$ cat src/rtl/battle_datapath.sv
// Battle datapath: HP registers, heal budget, damage calculation, catch verdict
// and a free-running 8-bit LFSR that feeds damage variance and catch odds.
module battle_datapath #(
    parameter int unsigned HP_W       = 8,
    parameter int unsigned P_MAX_HP   = 100,
    parameter int unsigned AI_MAX_HP  = 120,
    parameter int unsigned P_ATK      = 20,
    parameter int unsigned AI_ATK     = 15,
    parameter int unsigned P_DEF      = 10,
    parameter int unsigned AI_DEF     = 8,
    parameter int unsigned HEAL_AMT   = 30,
    parameter int unsigned MAX_HEALS  = 3,
    parameter int unsigned VAR_EN     = 1,
    parameter int unsigned CATCH_BASE = 16,
    parameter logic [7:0]  LFSR_SEED  = 8'hA5
) (
    input  logic            clk,
    input  logic            reset_n,
    input  logic            active_trainer,
    input  logic            target,
    input  logic            apply_ai_damage,
    input  logic            apply_p_damage,
    input  logic            p_heal,
    input  logic            catch,
    input  logic            load_ai_hp,
    output logic [HP_W-1:0] ai_hp,
    output logic [HP_W-1:0] p_hp,
    output logic            ai_dead,
    output logic            p_dead,
    output logic            catch_success,
    output logic [1:0]      heals_left,
    output logic            heal_denied,
    output logic [HP_W-1:0] last_dmg
);

    localparam int unsigned DW = HP_W + 1;

    localparam logic [HP_W:0]   P_ATK_W   = DW'(P_ATK);
    localparam logic [HP_W:0]   AI_ATK_W  = DW'(AI_ATK);
    localparam logic [HP_W:0]   P_DEF_W   = DW'(P_DEF);
    localparam logic [HP_W:0]   AI_DEF_W  = DW'(AI_DEF);
    localparam logic [HP_W:0]   HEAL_W    = DW'(HEAL_AMT);
    localparam logic [HP_W:0]   P_MAX_W   = DW'(P_MAX_HP);
    localparam logic [HP_W-1:0] P_MAX_N   = HP_W'(P_MAX_HP);
    localparam logic [HP_W-1:0] AI_MAX_N  = HP_W'(AI_MAX_HP);
    localparam logic [HP_W-1:0] CATCH_HP  = HP_W'(AI_MAX_HP / 4);
    localparam logic [8:0]      CATCH_LIM = 9'(CATCH_BASE);

    logic [HP_W-1:0] ai_hp_q, ai_hp_d;
    logic [HP_W-1:0] p_hp_q, p_hp_d;
    logic            ai_dead_q, ai_dead_d;
    logic            p_dead_q, p_dead_d;
    logic [1:0]      heals_left_q, heals_left_d;
    logic            heal_denied_q, heal_denied_d;
    logic [HP_W-1:0] last_dmg_q, last_dmg_d;
    logic [7:0]      lfsr_q, lfsr_d;

    logic [HP_W:0]   atk, half_def, var_add, gross, dmg;
    logic [HP_W:0]   healed_sum;
    logic [HP_W-1:0] p_after_heal;
    logic            frozen;
    logic            heal_ok;

    // Saturating subtract; the operand is one bit wider so a large damage never wraps.
    function automatic logic [HP_W-1:0] sat_sub(input logic [HP_W-1:0] a,
                                                 input logic [HP_W:0]   b);
        return ({1'b0, a} > b) ? (a - b[HP_W-1:0]) : '0;
    endfunction

    // Damage for the current attacker/defender pair, never below 1.
    always_comb begin
        atk      = active_trainer ? AI_ATK_W : P_ATK_W;
        half_def = (target ? AI_DEF_W : P_DEF_W) >> 1;
        var_add  = (VAR_EN != 0) ? {{(HP_W - 1){1'b0}}, lfsr_q[1:0]} : '0;
        gross    = atk + var_add;
        dmg      = (gross > half_def) ? (gross - half_def) : DW'(1);
    end

    // Next-state for HP, death flags, heal budget and LFSR.
    always_comb begin
        frozen        = ai_dead_q | p_dead_q;
        heal_ok       = p_heal & (heals_left_q != 2'd0);
        healed_sum    = {1'b0, p_hp_q} + HEAL_W;
        p_after_heal  = heal_ok ? ((healed_sum > P_MAX_W) ? P_MAX_N : healed_sum[HP_W-1:0])
                                : p_hp_q;

        ai_hp_d       = ai_hp_q;
        p_hp_d        = p_hp_q;
        ai_dead_d     = ai_dead_q;
        p_dead_d      = p_dead_q;
        heals_left_d  = heals_left_q;
        heal_denied_d = 1'b0;
        last_dmg_d    = last_dmg_q;
        // Taps 8,6,5,4 (bits 7,5,4,3); maximal length so a nonzero seed never reaches 0.
        lfsr_d        = {lfsr_q[6:0], lfsr_q[7] ^ lfsr_q[5] ^ lfsr_q[4] ^ lfsr_q[3]};

        if (!frozen) begin
            // Player side: heal lands before any damage in the same cycle.
            if (p_heal) begin
                if (heal_ok) begin
                    heals_left_d = heals_left_q - 2'd1;
                end else begin
                    heal_denied_d = 1'b1;
                end
            end
            p_hp_d = p_after_heal;
            if (apply_p_damage && !target) begin
                p_hp_d     = sat_sub(p_after_heal, dmg);
                last_dmg_d = dmg[HP_W-1:0];
                if (p_hp_d == '0) begin
                    p_dead_d = 1'b1;
                end
            end
            // AI side written last so its damage wins last_dmg.
            if (apply_ai_damage && target && !load_ai_hp) begin
                ai_hp_d    = sat_sub(ai_hp_q, dmg);
                last_dmg_d = dmg[HP_W-1:0];
                if (ai_hp_d == '0) begin
                    ai_dead_d = 1'b1;
                end
            end
        end

        // Reload revives the AI even in a frozen battle.
        if (load_ai_hp) begin
            ai_hp_d   = AI_MAX_N;
            ai_dead_d = 1'b0;
        end
    end

    // State registers with asynchronous active-low reset.
    always_ff @(posedge clk or negedge reset_n) begin
        if (!reset_n) begin
            ai_hp_q       <= AI_MAX_N;
            p_hp_q        <= P_MAX_N;
            ai_dead_q     <= 1'b0;
            p_dead_q      <= 1'b0;
            heals_left_q  <= 2'(MAX_HEALS);
            heal_denied_q <= 1'b0;
            last_dmg_q    <= '0;
            lfsr_q        <= LFSR_SEED;
        end else begin
            ai_hp_q       <= ai_hp_d;
            p_hp_q        <= p_hp_d;
            ai_dead_q     <= ai_dead_d;
            p_dead_q      <= p_dead_d;
            heals_left_q  <= heals_left_d;
            heal_denied_q <= heal_denied_d;
            last_dmg_q    <= last_dmg_d;
            lfsr_q        <= lfsr_d;
        end
    end

    // Catch verdict is combinational so the FSM can branch in the same cycle.
    always_comb begin
        catch_success = catch & ~ai_dead_q & ~p_dead_q &
                        ((ai_hp_q <= CATCH_HP) | ({1'b0, lfsr_q} < CATCH_LIM));
    end

    assign ai_hp       = ai_hp_q;
    assign p_hp        = p_hp_q;
    assign ai_dead     = ai_dead_q;
    assign p_dead      = p_dead_q;
    assign heals_left  = heals_left_q;
    assign heal_denied = heal_denied_q;
    assign last_dmg    = last_dmg_q;

endmodule

$ cat config.mk
export PLATFORM = sky130hd
export DESIGN_NAME = battle_datapath
export DESIGN_NICKNAME = d
export VERILOG_FILES = /design/src/rtl/battle_datapath.sv
export SDC_FILE = /design/constraint.sdc
export NUM_CORES = 1
export LEC_CHECK = 0
export BUFFER_PORTS_ARGS = -buffer_cell sky130_fd_sc_hd__clkbuf_2
export CORE_ASPECT_RATIO = 0.75
export CORE_MARGIN = 2
export CORE_UTILIZATION = 30
export CTS_CLUSTER_DIAMETER = 40
export DETAILED_ROUTE_END_ITERATION = 8
export PLACE_DENSITY = 0.47
export RECOVER_POWER = 100
export SYNTH_ARGS = -nofsm -noshare
export SYNTH_HDL_FRONTEND = slang
export SYNTH_SLANG_ARGS = --single-unit
$ cat constraint.sdc
create_clock -name clk -period 5.48 [get_ports clk]
set_input_delay 1.096 -clock clk [delete_from_list [all_inputs] [get_ports clk]]
set_output_delay 1.096 -clock clk [all_outputs]
set_load 0.01 [all_outputs]
Yosys cells after proc, flatten, opt, wreduce, memory -nomap -nowiden
Index checks and enable logic that the tools add are counted.
{"block": "classes", "eq_ne": 1, "mux": 20, "magnitude_cmp": 6, "n_bitwise": 12, "addsub": 6, "reduce_logical": 16}
{"operator": "2-to-1 mux 8 bit", "count": 10}
{"operator": "greater-than comparator 8 x 9 -> 1 bit", "count": 2}
{"operator": "logical NOT 8 bit", "count": 2}
{"operator": "subtractor 8 bit", "count": 2}
{"operator": "adder 8 x 5 -> 9 bit (second input constant)", "count": 1}
{"operator": "greater-than comparator 9 x 7 -> 1 bit (second input constant)", "count": 1}
{"operator": "2-to-1 mux 9 bit", "count": 1}
{"operator": "AND reduction 3 bit", "count": 3}
{"operator": "<= comparator 8 x 5 -> 1 bit (second input constant)", "count": 1}
{"operator": "< comparator 8 x 5 -> 1 bit (second input constant)", "count": 1}
{"operator": "nonzero test 2 bit", "count": 4}
{"operator": "2-to-1 mux 1 bit", "count": 7}
{"operator": "subtractor 6 x 3 -> 7 bit", "count": 1}
{"operator": "adder 5 x 2 -> 6 bit", "count": 1}
{"operator": "greater-than comparator 6 x 3 -> 1 bit", "count": 1}
{"operator": "2-to-1 mux 5 bit", "count": 1}
{"operator": "bitwise AND 1 bit", "count": 4}
{"operator": "AND reduction 2 bit", "count": 2}
{"operator": "logical AND 1 bit", "count": 3}
{"operator": "inverter 1 bit", "count": 3}
{"operator": "bitwise XOR 1 bit", "count": 3}
{"operator": "logical NOT 1 bit", "count": 2}
{"operator": "2-to-1 mux 2 bit", "count": 1}
{"operator": "!= test 2 bit (second input constant)", "count": 1}
{"operator": "other kinds (2)", "count": 3}
{"block": "word_totals", "wordCells": 69, "ff_bits": 37}

Longest topological paths before layout
{"block": "depth", "ltp_word": 11, "depth_mapped": 18, "mapped_depth_nobuf": 17}

Worst setup path after synthesis
Ideal clock, no wire load.
{"block": "synth_path", "path_type": "input to register", "startpoint": "input active_trainer", "endpoint": "register ai_hp_q[7], in the netlist ai_hp[7]", "arrival_time_ns": 4.355, "setup_time_ns": 0.121, "n_path_buf": 0, "cell_stages": 16, "slack_ns": 1.004, "path_cell_list": "ha_1 inv_1 fa_1 ha_1 inv_1 and3_1 o21ai_0 nor2b_1 inv_1 ha_1 nor2b_1 o31a_1 o221a_2 a2bb2oi_1 and2_1 a22o_1"}
{"block": "synth_between", "elab_chain_cells": 9, "word_cells_on_any_way": 11, "cone_classes": "3 x add/sub; 2 x order compare; 6 x mux"}
{"element": "start, declared", "line_no": "19", "source": "input logic active_trainer,"}
{"element": "2-to-1 mux 5 bit *", "line_no": "72", "source": "atk = active_trainer ? AI_ATK_W : P_ATK_W;"}
{"element": "adder 5 x 2 -> 6 bit *", "line_no": "75", "source": "gross = atk + var_add;"}
{"element": "subtractor 6 x 3 -> 7 bit / greater-than comparator 6 x 3 -> 1 bit (equally long branches)", "line_no": "76", "source": "dmg = (gross > half_def) ? (gross - half_def) : DW'(1);"}
{"element": "2-to-1 mux 9 bit *", "line_no": "76"}
{"element": "net dmg[1]", "line_no": "58", "source": "logic [HP_W:0] atk, half_def, var_add, gross, dmg;"}
{"element": "subtractor 8 bit / greater-than comparator 8 x 9 -> 1 bit (equally long branches)", "line_no": "67", "source": "return ({1'b0, a} > b) ? (a - b[HP_W-1:0]) : '0;"}
{"element": "2-to-1 mux 8 bit *", "line_no": "67"}
{"element": "2-to-1 mux 8 bit *", "line_no": "115", "source": "if (apply_ai_damage && target && !load_ai_hp) begin"}
{"element": "2-to-1 mux 8 bit *", "line_no": "97", "source": "if (!frozen) begin"}
{"element": "2-to-1 mux 8 bit *", "line_no": "125", "source": "if (load_ai_hp) begin"}
{"element": "end signal, assigned", "line_no": "143", "source": "ai_hp_q <= ai_hp_d;"}
{"element": "end, declared", "line_no": "49", "source": "logic [HP_W-1:0] ai_hp_q, ai_hp_d;"}
Mark *: on every way through the listed nets, which the timed path passes. The rest lies on a longest branch. The select of a mux whose other input is x is not followed.
A chain may end at the register's enable or synchronous reset.

Worst setup path in the final report
{"block": "layout_path", "startpoint": "input active_trainer", "endpoint": "register ai_hp_q[1], in the netlist ai_hp[1]"}
The elaborated chain is that of the path after synthesis.

==> flow_summary_export.csv <==
group,metric,value,unit
floorplan,core_area,9200,µm²
outcome,status,"finished with violations",
yosys,synth_seq_area_share,31.8,%
placement,numPlacedInstances,493,
setup_path,worstReg2RegStart,"lfsr_q[0]$_DFF_PN1_",
clocking,cts_tree,"yes",
timing,final-max-slew-violation-count,37,
global_route,grtUsageTotal,16.1,%
timing,hold_violations,0,
timing,max_slew.worst_pin.slew,2.04,ns
setup_path,worstSetupEndpointType,"flop",
drt,dr.pass1.iters,4,
timing,fin_setup_tns,0,ns
final_layout,area_growth,14.7,%
pwr,power.total,0.00177,W
setup_path,reg2reg_to,"ai_hp[1]$_DFFE_PN0P_",
placement,io_buffers,38,
global_route,grt_max_degree,37,
floorplan,die_h,88.9,µm
outcome,violations,"max-capacitance violations, max-slew violations",
timing,holdWs,0.368,ns
timing,rsz0062_at_grt,"no",
clocking,ctsHoldBuffers,0,
final_layout,nNetsFinal,410,
floorplan,die_area,10400,µm²
floorplan,start_util,31.3,%
setup_path,critPathArrivalTime,5.08,ns
yosys,synth.yosys.warnings,0,
floorplan,ioPinCount,39,
drt,ant_nets,0,
floorplan,die_x,117,µm
timing,clock.fmax,206,MHz
setup_path,cp_cell_sequence,"clkbuf_1 -> ha_1 -> inv_1 -> fa_1 -> ha_1 -> inv_1 -> and3_1 -> o21ai_0 -> nor2b_1 -> inv_1 -> ha_1 -> nor2b_1 -> o31a_1 -> o221a_2 -> a2bb2oi_1 -> and2_0 -> a22o_1",
final_layout,final_cell_mix,"30 x nor2_1, 29 x clkbuf_1, 28 x inv_1, 26 x nand2_1, 26 x ha_1",
clocking,clockBufferDepth,2,
timing,fin_crit,4.86,ns
final_layout,finalNonFillerCells,501,
setup_path,startpoint,"active_trainer",
placement,gp_congestion,0.864,
drt,wire_per_inst,16.0,µm
yosys,synth_edf_count,0,
worst_hold_path,hold_depth,0,
yosys,synthFlopType,"dfrtp_1",
drt,drt-total-wl,8.04,mm
pwr,irDropWorstVdd,0.000182,V
yosys,yosys.cell_types.count,59,
final_layout,num_antenna_cells,0,
yosys,syn-mean-instance-area,8.73,µm²
global_route,grt.overflow.total,0,
final_layout,final_common_cell,"nor2_1",
floorplan,rows,30,
yosys,synth_cells,330,
drt,drc,0,
yosys,ys_ff_latch,36,
timing,finalSetupViolCount,0,
clocking,cts.sinks,36,
final_layout,nFillCells,993,
clocking,path_clk_slew,0.06,ns
placement,dp_hpwl,6.24,mm
yosys,synth-async-reset-ratio,100,%
yosys,syn_area,2880,µm²
timing,fin_worst_skew,0.00573,ns
setup_path,ff2ff_setup_slack,1.06,ns
pwr,p_per_area,537,nW/µm²
timing,maxSlewHeadroom,-35.8,%
final_layout,layout-drive-gt1-share,9.92,%
job,maxCapViolations,1,
global_route,grt_first_pass_wirelength,12.9,mm
clocking,postCtsSetupBuffers,0,
clocking,htree_levels,2,
drt,num_vias,2645,
setup_path,reg2reg_depth,16,
pwr,leakage,1.41,nW
setup_path,cp.required,5.70,ns
setup_path,start_kind,"input pin",
drt,drt_iter0_drc,198,
global_route,grt_pass1_vias,2365,
setup_path,max_stage_delay,0.44,ns
setup_path,path_class,"in2reg",
clocking,cts_made_buffers,5,
setup_path,crit_end,"ai_hp[1]$_DFFE_PN0P_",
clocking,clk_latency,0.28,ns
timing,period_share,88.6,%
clocking,ctsResizeCount,0,
global_route,antenna_found_initial,0,
worst_hold_path,min_path_type,"reg2reg",
setup_path,slowest_stage,"fa_1",
clocking,root_buffer,"clkbuf_16",
setup_path,critPathMaxFanout,6,
drt,vias_per_cell,5.28,
==> kinds of logic after synthesis <==
kind of cell | after synthesis | synth area share, %
and+or+nand+nor | 119 | 21.5
AOI/OAI and AO/OA | 93 | 21.8
buffers and inverters | 37 | 6.64
DFF | 36 | 31.8
adders and majority gates | 29 | 13.4
xor gates and xnor gates | 12 | 3.65
muxes | 3 | 1.09
other | 1 | 0.130
==> cells in the mapped netlist (3+ instances only) <==
library cell | n | area share (%)
o21a_1 | 6 | 1.6
dfstp_2 | 13 | 12
or4_1 | 4 | 1.0
xor2_1 | 6 | 1.8
a21o_1 | 3 | 0.78
nor2b_1 | 7 | 1.5
nor3_1 | 10 | 1.7
o31ai_1 | 5 | 1.3
or2_2 | 3 | 0.65
nor4_1 | 5 | 1.1
nand2b_1 | 5 | 1.1
o211ai_1 | 3 | 0.78
a211oi_1 | 3 | 0.78
xnor2_1 | 6 | 1.8
inv_1 | 28 | 3.6
dfrtp_1 | 23 | 20
ha_1 | 26 | 11
nand2_1 | 26 | 3.4
a31oi_1 | 5 | 1.1
buf_6 | 6 | 2.3
and3_1 | 6 | 1.3
nor2_1 | 30 | 3.9
nand3_1 | 5 | 0.87
a21oi_1 | 21 | 3.6
nand4_1 | 7 | 1.5
fa_1 | 3 | 2.1
o22ai_1 | 6 | 1.3
a22o_1 | 4 | 1.2
o21ai_0 | 19 | 3.3
==> stage by stage <==
stage	setup WS, ns	instance area, µm²	utilization (%)
finish	0.624	3300	35.9
global route	0.260	3300	35.9
CTS	0.760	3350	36.5
detailed placement	0.465	3190	34.7
global placement	0.493	3190	34.7
floorplan	1.00	2890	-
==> final cells by class <==
type	count	area [µm²]	share of cell area [%]
inverters	28	105	3.18
well taps	128	160	4.85
multi-input cells	258	1770	53.6
repair buffers	43	184	5.57
flip-flops and latches	36	917	27.8
clock buffers	5	125	3.79
clock inverters	3	42.5	1.29
==> power breakdown <==
group	internal (W)	leakage, nW	switching [W]
clock	0.000214	0.0798	0.000120
sequential	0.000345	0.434	0.0000917
combinational	0.000387	0.896	0.000616
total	0.000946	1.41	0.000828
==> routing by layer <==
| metal | vias up | part of all wire (%) | track usage (%) |
|---|---|---|---|
| li1 | 1283 | - | - |
| met1 | 1271 | 55 | 26.3 |
| met2 | 84 | 39 | 21.3 |
| met3 | 7 | 5.7 | 3.15 |
| met4 | 0 | 0.81 | 2.99 |
| met5 | - | 0 | 0 |
==> worst max-delay path: cells and delay by family <==
family,cells,cell delay [ns]
compound gates,5,1.35
fa+ha+maj,4,1.28
simple gates,4,0.93
buf+inv,4,0.41
==> registers in the layout (all words and copies together) (netlist names) <==
name / flops
ai_hp: 8
p_hp: 8
lfsr_q: 8
ai_dead: 1
heals_left: 2
p_dead: 1
heal_denied: 1
last_dmg: 7
==> worst min-delay path by stage <==
stage	start	to
floorplan	lfsr_q[6]$_DFF_PN0_	lfsr_q[7]$_DFF_PN1_
global placement	lfsr_q[6]$_DFF_PN0_	lfsr_q[7]$_DFF_PN1_
detailed placement	lfsr_q[6]$_DFF_PN0_	lfsr_q[7]$_DFF_PN1_
CTS	lfsr_q[6]$_DFF_PN0_	lfsr_q[7]$_DFF_PN1_
global route	lfsr_q[1]$_DFF_PN0_	lfsr_q[2]$_DFF_PN1_
finish	lfsr_q[6]$_DFF_PN0_	lfsr_q[7]$_DFF_PN1_
(Power assumes the default switching activity.)
